### src/rtl/any1_issue_dispatch_if.sv
// ----------------------------------------------------------------------------
// any1_issue_dispatch_if
// Bundle between the instruction scheduler, the issue dispatch buffer and the
// functional units.
//   sel_i        scheduler selection: bit6 = none, bits5:0 = ROB id
//   sel_fu_i     class of sel_i (0 ALU, 1 FPU, 2 MEM; >=NFU maps to 0)
//   flush_i      branch-miss flush
//   fu_valid_o   per-unit request valid
//   fu_rid_o     per-unit ROB id, unit k in bits 6k+5:6k
//   fu_ready_i   per-unit accept
//   full_o       per-class FIFO full (registered)
//   ovf_o        sticky overflow (selection dropped)
//   issued_o     pulse: a selection was accepted on the previous edge
//   issued_rid_o ROB id of that accepted selection
// master = scheduler/unit side, slave = dispatch block.
// ----------------------------------------------------------------------------
interface any1_issue_dispatch_if #(
    parameter int NFU = 3
);
    logic [6:0]       sel_i;
    logic [1:0]       sel_fu_i;
    logic             flush_i;
    logic [NFU-1:0]   fu_valid_o;
    logic [6*NFU-1:0] fu_rid_o;
    logic [NFU-1:0]   fu_ready_i;
    logic [NFU-1:0]   full_o;
    logic             ovf_o;
    logic             issued_o;
    logic [5:0]       issued_rid_o;

    modport master (
        output sel_i, sel_fu_i, flush_i, fu_ready_i,
        input  fu_valid_o, fu_rid_o, full_o, ovf_o, issued_o, issued_rid_o
    );

    modport slave (
        input  sel_i, sel_fu_i, flush_i, fu_ready_i,
        output fu_valid_o, fu_rid_o, full_o, ovf_o, issued_o, issued_rid_o
    );
endinterface

### src/rtl/any1_issue_dispatch.sv
// ----------------------------------------------------------------------------
// any1_issue_dispatch
// Per-class issue buffer between the scheduler and the functional units.
// Each class owns an output register (what the unit sees) backed by a FIFO of
// QDEPTH entries. A selection goes straight into a free, empty class
// (bypass), otherwise it is queued; it is dropped (sticky ovf_o) only when
// the output register is held and the FIFO is full.
// Ports:
//   clk    rising-edge clock
//   rst_n  asynchronous active-low reset
//   bus    any1_issue_dispatch_if.slave (see interface header)
// ----------------------------------------------------------------------------
module any1_issue_dispatch #(
    parameter int QDEPTH = 4,
    parameter int NFU    = 3
) (
    input  logic                        clk,
    input  logic                        rst_n,
    any1_issue_dispatch_if.slave        bus
);
    localparam int AW = $clog2(QDEPTH);
    localparam int CW = AW + 1;

    // A flush swallows any same-cycle selection, so it never reaches a class.
    logic                  w_sel_v;
    logic [1:0]            w_cls;
    logic [NFU-1:0]        w_v;
    logic [NFU-1:0][5:0]   w_rid;
    logic [NFU-1:0]        w_full;
    logic [NFU-1:0]        w_acc;
    logic [NFU-1:0]        w_drop;

    logic                  r_ovf;
    logic                  r_iss;
    logic [5:0]            r_iss_rid;

    assign w_sel_v = ~bus.sel_i[6] & ~bus.flush_i;
    assign w_cls   = (32'(bus.sel_fu_i) >= NFU) ? 2'd0 : bus.sel_fu_i;

    for (genvar c = 0; c < NFU; c++) begin : g_cls
        logic [5:0]    r_mem [QDEPTH];
        logic [AW-1:0] r_wp, r_rp;
        logic [CW-1:0] r_cnt, w_cnt_nxt;
        logic          r_v, r_full;
        logic [5:0]    r_rid;
        logic          w_hit, w_xfer, w_free, w_empty, w_pop, w_byp, w_push;

        assign w_hit   = w_sel_v & (w_cls == 2'(c));
        assign w_xfer  = r_v & bus.fu_ready_i[c];
        assign w_free  = ~r_v | w_xfer;
        assign w_empty = (r_cnt == '0);
        assign w_pop   = w_free & ~w_empty;
        assign w_byp   = w_free & w_empty & w_hit;
        // A pop in the same cycle makes room, so a full FIFO can still take
        // the selection when the output register is draining.
        assign w_push  = w_hit & ~w_byp & ((r_cnt != CW'(QDEPTH)) | w_pop);

        always_comb begin
            w_cnt_nxt = r_cnt;
            if (w_push & ~w_pop)      w_cnt_nxt = r_cnt + 1'b1;
            else if (w_pop & ~w_push) w_cnt_nxt = r_cnt - 1'b1;
        end

        always_ff @(posedge clk) begin
            if (w_push) r_mem[r_wp] <= bus.sel_i[5:0];
        end

        always_ff @(posedge clk or negedge rst_n) begin
            if (!rst_n) begin
                r_wp   <= '0;
                r_rp   <= '0;
                r_cnt  <= '0;
                r_v    <= 1'b0;
                r_rid  <= '0;
                r_full <= 1'b0;
            end else if (bus.flush_i) begin
                r_wp   <= '0;
                r_rp   <= '0;
                r_cnt  <= '0;
                r_v    <= 1'b0;
                r_full <= 1'b0;
            end else begin
                if (w_push) r_wp <= r_wp + 1'b1;
                if (w_pop)  r_rp <= r_rp + 1'b1;
                r_cnt  <= w_cnt_nxt;
                r_full <= (w_cnt_nxt == CW'(QDEPTH));
                if (w_pop) begin
                    r_v   <= 1'b1;
                    r_rid <= r_mem[r_rp];
                end else if (w_byp) begin
                    r_v   <= 1'b1;
                    r_rid <= bus.sel_i[5:0];
                end else if (w_xfer) begin
                    r_v   <= 1'b0;
                end
            end
        end

        assign w_v[c]    = r_v;
        assign w_rid[c]  = r_rid;
        assign w_full[c] = r_full;
        assign w_acc[c]  = w_byp | w_push;
        assign w_drop[c] = w_hit & ~w_free & (r_cnt == CW'(QDEPTH));
    end

    always_ff @(posedge clk or negedge rst_n) begin
        if (!rst_n) begin
            r_ovf     <= 1'b0;
            r_iss     <= 1'b0;
            r_iss_rid <= '0;
        end else begin
            r_ovf <= r_ovf | (|w_drop);
            r_iss <= |w_acc;
            if (|w_acc) r_iss_rid <= bus.sel_i[5:0];
        end
    end

    assign bus.fu_valid_o   = w_v;
    assign bus.fu_rid_o     = w_rid;
    assign bus.full_o       = w_full;
    assign bus.ovf_o        = r_ovf;
    assign bus.issued_o     = r_iss;
    assign bus.issued_rid_o = r_iss_rid;
endmodule

### src/flat_wrapper.sv
// flat-port wrapper written by rule: the top's interface ports become plain ports
module any1_issue_dispatch_flat 
#(
    parameter int QDEPTH = 4,
    parameter int NFU    = 3
)
  (clk, rst_n, bus_sel_i, bus_sel_fu_i, bus_flush_i, bus_fu_ready_i, bus_fu_valid_o, bus_fu_rid_o, bus_full_o, bus_ovf_o, bus_issued_o, bus_issued_rid_o);
  any1_issue_dispatch_if #(.NFU(NFU)) bus_i ();
  input  logic clk;
  input  logic rst_n;
  input wire logic [$bits(bus_i.sel_i)-1:0] bus_sel_i;
  input wire logic [$bits(bus_i.sel_fu_i)-1:0] bus_sel_fu_i;
  input wire logic [$bits(bus_i.flush_i)-1:0] bus_flush_i;
  input wire logic [$bits(bus_i.fu_ready_i)-1:0] bus_fu_ready_i;
  output wire logic [$bits(bus_i.fu_valid_o)-1:0] bus_fu_valid_o;
  output wire logic [$bits(bus_i.fu_rid_o)-1:0] bus_fu_rid_o;
  output wire logic [$bits(bus_i.full_o)-1:0] bus_full_o;
  output wire logic [$bits(bus_i.ovf_o)-1:0] bus_ovf_o;
  output wire logic [$bits(bus_i.issued_o)-1:0] bus_issued_o;
  output wire logic [$bits(bus_i.issued_rid_o)-1:0] bus_issued_rid_o;
  assign bus_i.sel_i = bus_sel_i;
  assign bus_i.sel_fu_i = bus_sel_fu_i;
  assign bus_i.flush_i = bus_flush_i;
  assign bus_i.fu_ready_i = bus_fu_ready_i;
  assign bus_fu_valid_o = bus_i.fu_valid_o;
  assign bus_fu_rid_o = bus_i.fu_rid_o;
  assign bus_full_o = bus_i.full_o;
  assign bus_ovf_o = bus_i.ovf_o;
  assign bus_issued_o = bus_i.issued_o;
  assign bus_issued_rid_o = bus_i.issued_rid_o;
  any1_issue_dispatch #(.QDEPTH(QDEPTH), .NFU(NFU)) u_core (.clk(clk), .rst_n(rst_n), .bus(bus_i));
endmodule
### config.mk
export PLATFORM = sky130hd
export DESIGN_NAME = any1_issue_dispatch_flat
export DESIGN_NICKNAME = d
export VERILOG_FILES = /design/src/rtl/any1_issue_dispatch_if.sv /design/src/rtl/any1_issue_dispatch.sv /design/src/flat_wrapper.sv
export SDC_FILE = /design/constraint.sdc
export NUM_CORES = 1
export LEC_CHECK = 0
export BUFFER_PORTS_ARGS = -buffer_cell sky130_fd_sc_hd__buf_2
export CAP_MARGIN = 20
export CORE_MARGIN = 2
export CORE_UTILIZATION = 26
export CTS_CLUSTER_SIZE = 10
export DETAILED_ROUTE_END_ITERATION = 7
export SLEW_MARGIN = 15
export SYNTH_ARGS = -nofsm -noshare
export SYNTH_HDL_FRONTEND = slang
export SYNTH_SLANG_ARGS = --single-unit
### constraint.sdc
create_clock -name clk -period 3.5 [get_ports clk]
set_input_delay 0.35 -clock clk [delete_from_list [all_inputs] [get_ports clk]]
set_output_delay 0.35 -clock clk [all_outputs]
set_load 0.02 [all_outputs]
==> impl_metrics.toml <==
[final_layout]
drive_above_1_share = 0.250
layout_common_cells = "72 x edfxtp_1, 53 x dfrtp_1, 46 x buf_2, 43 x nor2_1, 25 x a21oi_1"
area_growth_syn_to_layout_pct = 17.0
nFillCells = 2143
nets = 501
layout_commonest_cell = "edfxtp_1"
antennaDiodeCount = 0

[power_and_ir_drop]
p_leak_nw = 2.63
power.density_mw_per_mm2 = 809
peakVddDrop_mv = 0.348

[sta]
tns_ns = 0
finalClockSkew_ns = 0.0106
finalCritPeriodShare = 0.674
drv_slew = 0
tightest_slew_ns = 0.796
fmax_mhz = 424
grt_setup_unrepaired = "no"
period_needed_ns = 2.36
setup_viol = 0
relSlewSlack = 0.469
hold_viol = 0
timing.hold.ws_ns = 0.0123

[yosys]
synth_mux_area_frac = 0.121
ys_types = 51
netlist_instances = 421
synth.avg_cell_area_um2 = 13.9
syn_nets = 459
synth_adder_area_share = 0.0492
yosysTopAreaCellShare = 0.369
yosys_warnings = 0
yosys_most_used_dff = "edfxtp_1"
async_flop_share = 0.424
synth_compound_area_frac = 0.0671
synth_seq_cells = 125
synth_edf_count = 72
yosysTopAreaCell = "edfxtp_1"
synth_top_family_by_area = "multiplexers"
yosysSeqAreaShare = 0.596
ys_top_cells_by_area = "edfxtp_1 37%, dfrtp_1 23%, mux4_2 6.9%"
synth_xor_area_frac = 0.0237
syn_area_mm2 = 0.00585
synthSimpleGateAreaFrac = 0.105

[detailed_routing]
drc = 0
ant_nets = 0
first_pass_iters = 4
wl_per_cell_um = 16.1
vias = 3379
drt_wl_total_um = 12100
drtIter0Drc = 251
via_per_inst = 4.47

[floorplanning]
die_area_mm2 = 0.0237
core_mm2 = 0.0220
boundaryPins = 47
chipWidth_um = 154
rows = 54
die-height_um = 154
start_util = 0.267

[global_route]
grt_pass1_wl_um = 19700
grt_overflow = 0
track_usage = 0.110
grt_antenna_before_repair = 1
grt_max_degree = 34
grt_pass1_vias = 3575

[clocking]
post-cts-setup-buffer-count = 0
ctsLongestPathBuffers = 2
holdBufCountCts = 0
insertion_delay_ns = 0.43
numCtsBuffers = 17
cts-root-buf = "clkbuf_16"
cts_tree = "built"
htreeDepth = 4
cts-resized-gates = 0
clock-sinks = 125
clkTransAtPathRegs_ns = 0.06

[worst_setup_path]
critPathSlowestCell = "nor4_4"
crit_required_ns = 3.81
worstPathCellList = "inv_1, ha_1, nor2b_4, a211oi_4, nor4_4, mux2_4"
worst-path-buf-inv = 1
crit_family = "simple AND/OR/NAND/NOR gates"
end_kind = "flop"
arrival_ns = 2.67
crit_type = "reg -> reg"
worstPathMaxFanout = 7
critPathLaunchType = "flop"
critPathMaxStageDelay_ns = 0.68

[hold_path]
min_path_type = "in -> async"

[run_status]
status = "completed"

[placement]
numPortBuffers = 46
dp_hpwl_um = 8470
gp_congestion = 0.833

[run]
cap_violations = 0
[routing by layer]
layer	part of all wire	routed length (µm)	up-vias	GRT usage
met2	0.47	5740	67	0.173
li1	-	-	1607	-
met1	0.45	5480	1683	0.134
met3	0.053	640	20	0.0406
met4	0.021	255	2	0.0521
met5	0.0013	16	-	0
[where the power goes]
group	internal (mW)	total [mW]	switching, mW
clock	0.972	1.64	0.668
sequential	1.81	2.05	0.236
combinational	0.808	1.85	1.04
[path summary, 6_finish.rpt]
| path | from | end | slack (ns) | depth (start not counted) |
|---|---|---|---|---|
| setup / recovery | u_core.g_cls[1].r_cnt[0] | u_core.bus.issued_rid_o[0] | 1.14 | 6 |
| hold / removal | rst_n | u_core.g_cls[0].r_rid[1] | 0.01 | 1 |
| setup reg to reg | u_core.g_cls[1].r_cnt[0] | u_core.bus.issued_rid_o[0] | 1.14 | 6 |
| hold reg to reg | u_core.bus.issued_rid_o[3] | u_core.bus.issued_rid_o[3] | 0.51 | 1 |
| max in group asynchronous | rst_n | u_core.g_cls[1].r_cnt[1] | 2.67 | 2 |
| min in group clk | bus_sel_i[2] | u_core.g_cls[1].r_mem[2][2] | 0.33 | 1 |
[logic make-up after synthesis]
kind of cell,Yosys count
AO/OA/AOI/OAI,58
XOR/XNOR,15
adder cells (fa/ha/maj),23
buffers and inverters,42
flip-flops,125
multiplexers,45
AND/OR/NAND/NOR,113
[per-stage QoR]
step | total power [mW] | setup WS [ns] | utilization | cell area (µm²) | std cells
detailed placement | 3.94 | 0.986 | 0.287 | 6300 | 724
global route | 5.87 | 1.01 | 0.312 | 6850 | 756
finish | 5.54 | 1.14 | 0.312 | 6850 | 756
global placement | 3.89 | 1.06 | 0.287 | 6300 | 724
CTS | 5.59 | 1.15 | 0.312 | 6850 | 756
floorplan | 3.49 | 1.46 | - | 5850 | 421
[layout make-up]
cell class	count	area, µm²	share of cell area
repair buffers	50	260	0.0380
multi-input cells	254	2140	0.313
well taps	280	350	0.0512
clock buffers	18	429	0.0627
inverters	15	56.3	0.00823
flip-flops and latches	125	3490	0.510
clock inverters	14	120	0.0175
[registers in the layout, summed over array words and instances (netlist names)]
name / count
u_core.bus.issued_rid_o: 6
u_core.g_cls.r_mem: 72
u_core.g_cls.r_cnt: 9
u_core.bus.issued_o: 1
u_core.g_cls.r_full: 3
u_core.g_cls.r_wp: 6
u_core.g_cls.r_v: 3
u_core.g_cls.r_rid: 18
u_core.bus.ovf_o: 1
u_core.g_cls.r_rp: 6
[synthesized netlist by cell type, types with 2 or more instances]
cell      instances
clkbuf_1          8
nor2b_1           7
and2_1           12
and3_1            3
nor2b_4           2
a221oi_1          3
nor2_4            2
a21oi_1          25
o21a_1            3
buf_4            12
nand2b_1          2
nor3b_1           2
dfrtp_1          53
a311oi_1          2
xnor2_1          11
mux4_2           18
buf_6             2
o21ai_0           5
buf_2             5
a31oi_1           3
nor2_1           43
nor3_1            3
mux2i_1          21
nand3_1           6
o22ai_1           2
edfxtp_1         72
xor2_1            3
nand3b_1          2
inv_1            15
a211oi_1          3
nand2_1          16
ha_1             23
a211oi_4          2
nand4_1           2
nor2_2            3
a21o_1            3
or3b_1            3
mux2_4            6
No activity file was read; power rests on OpenSTA's default activity.
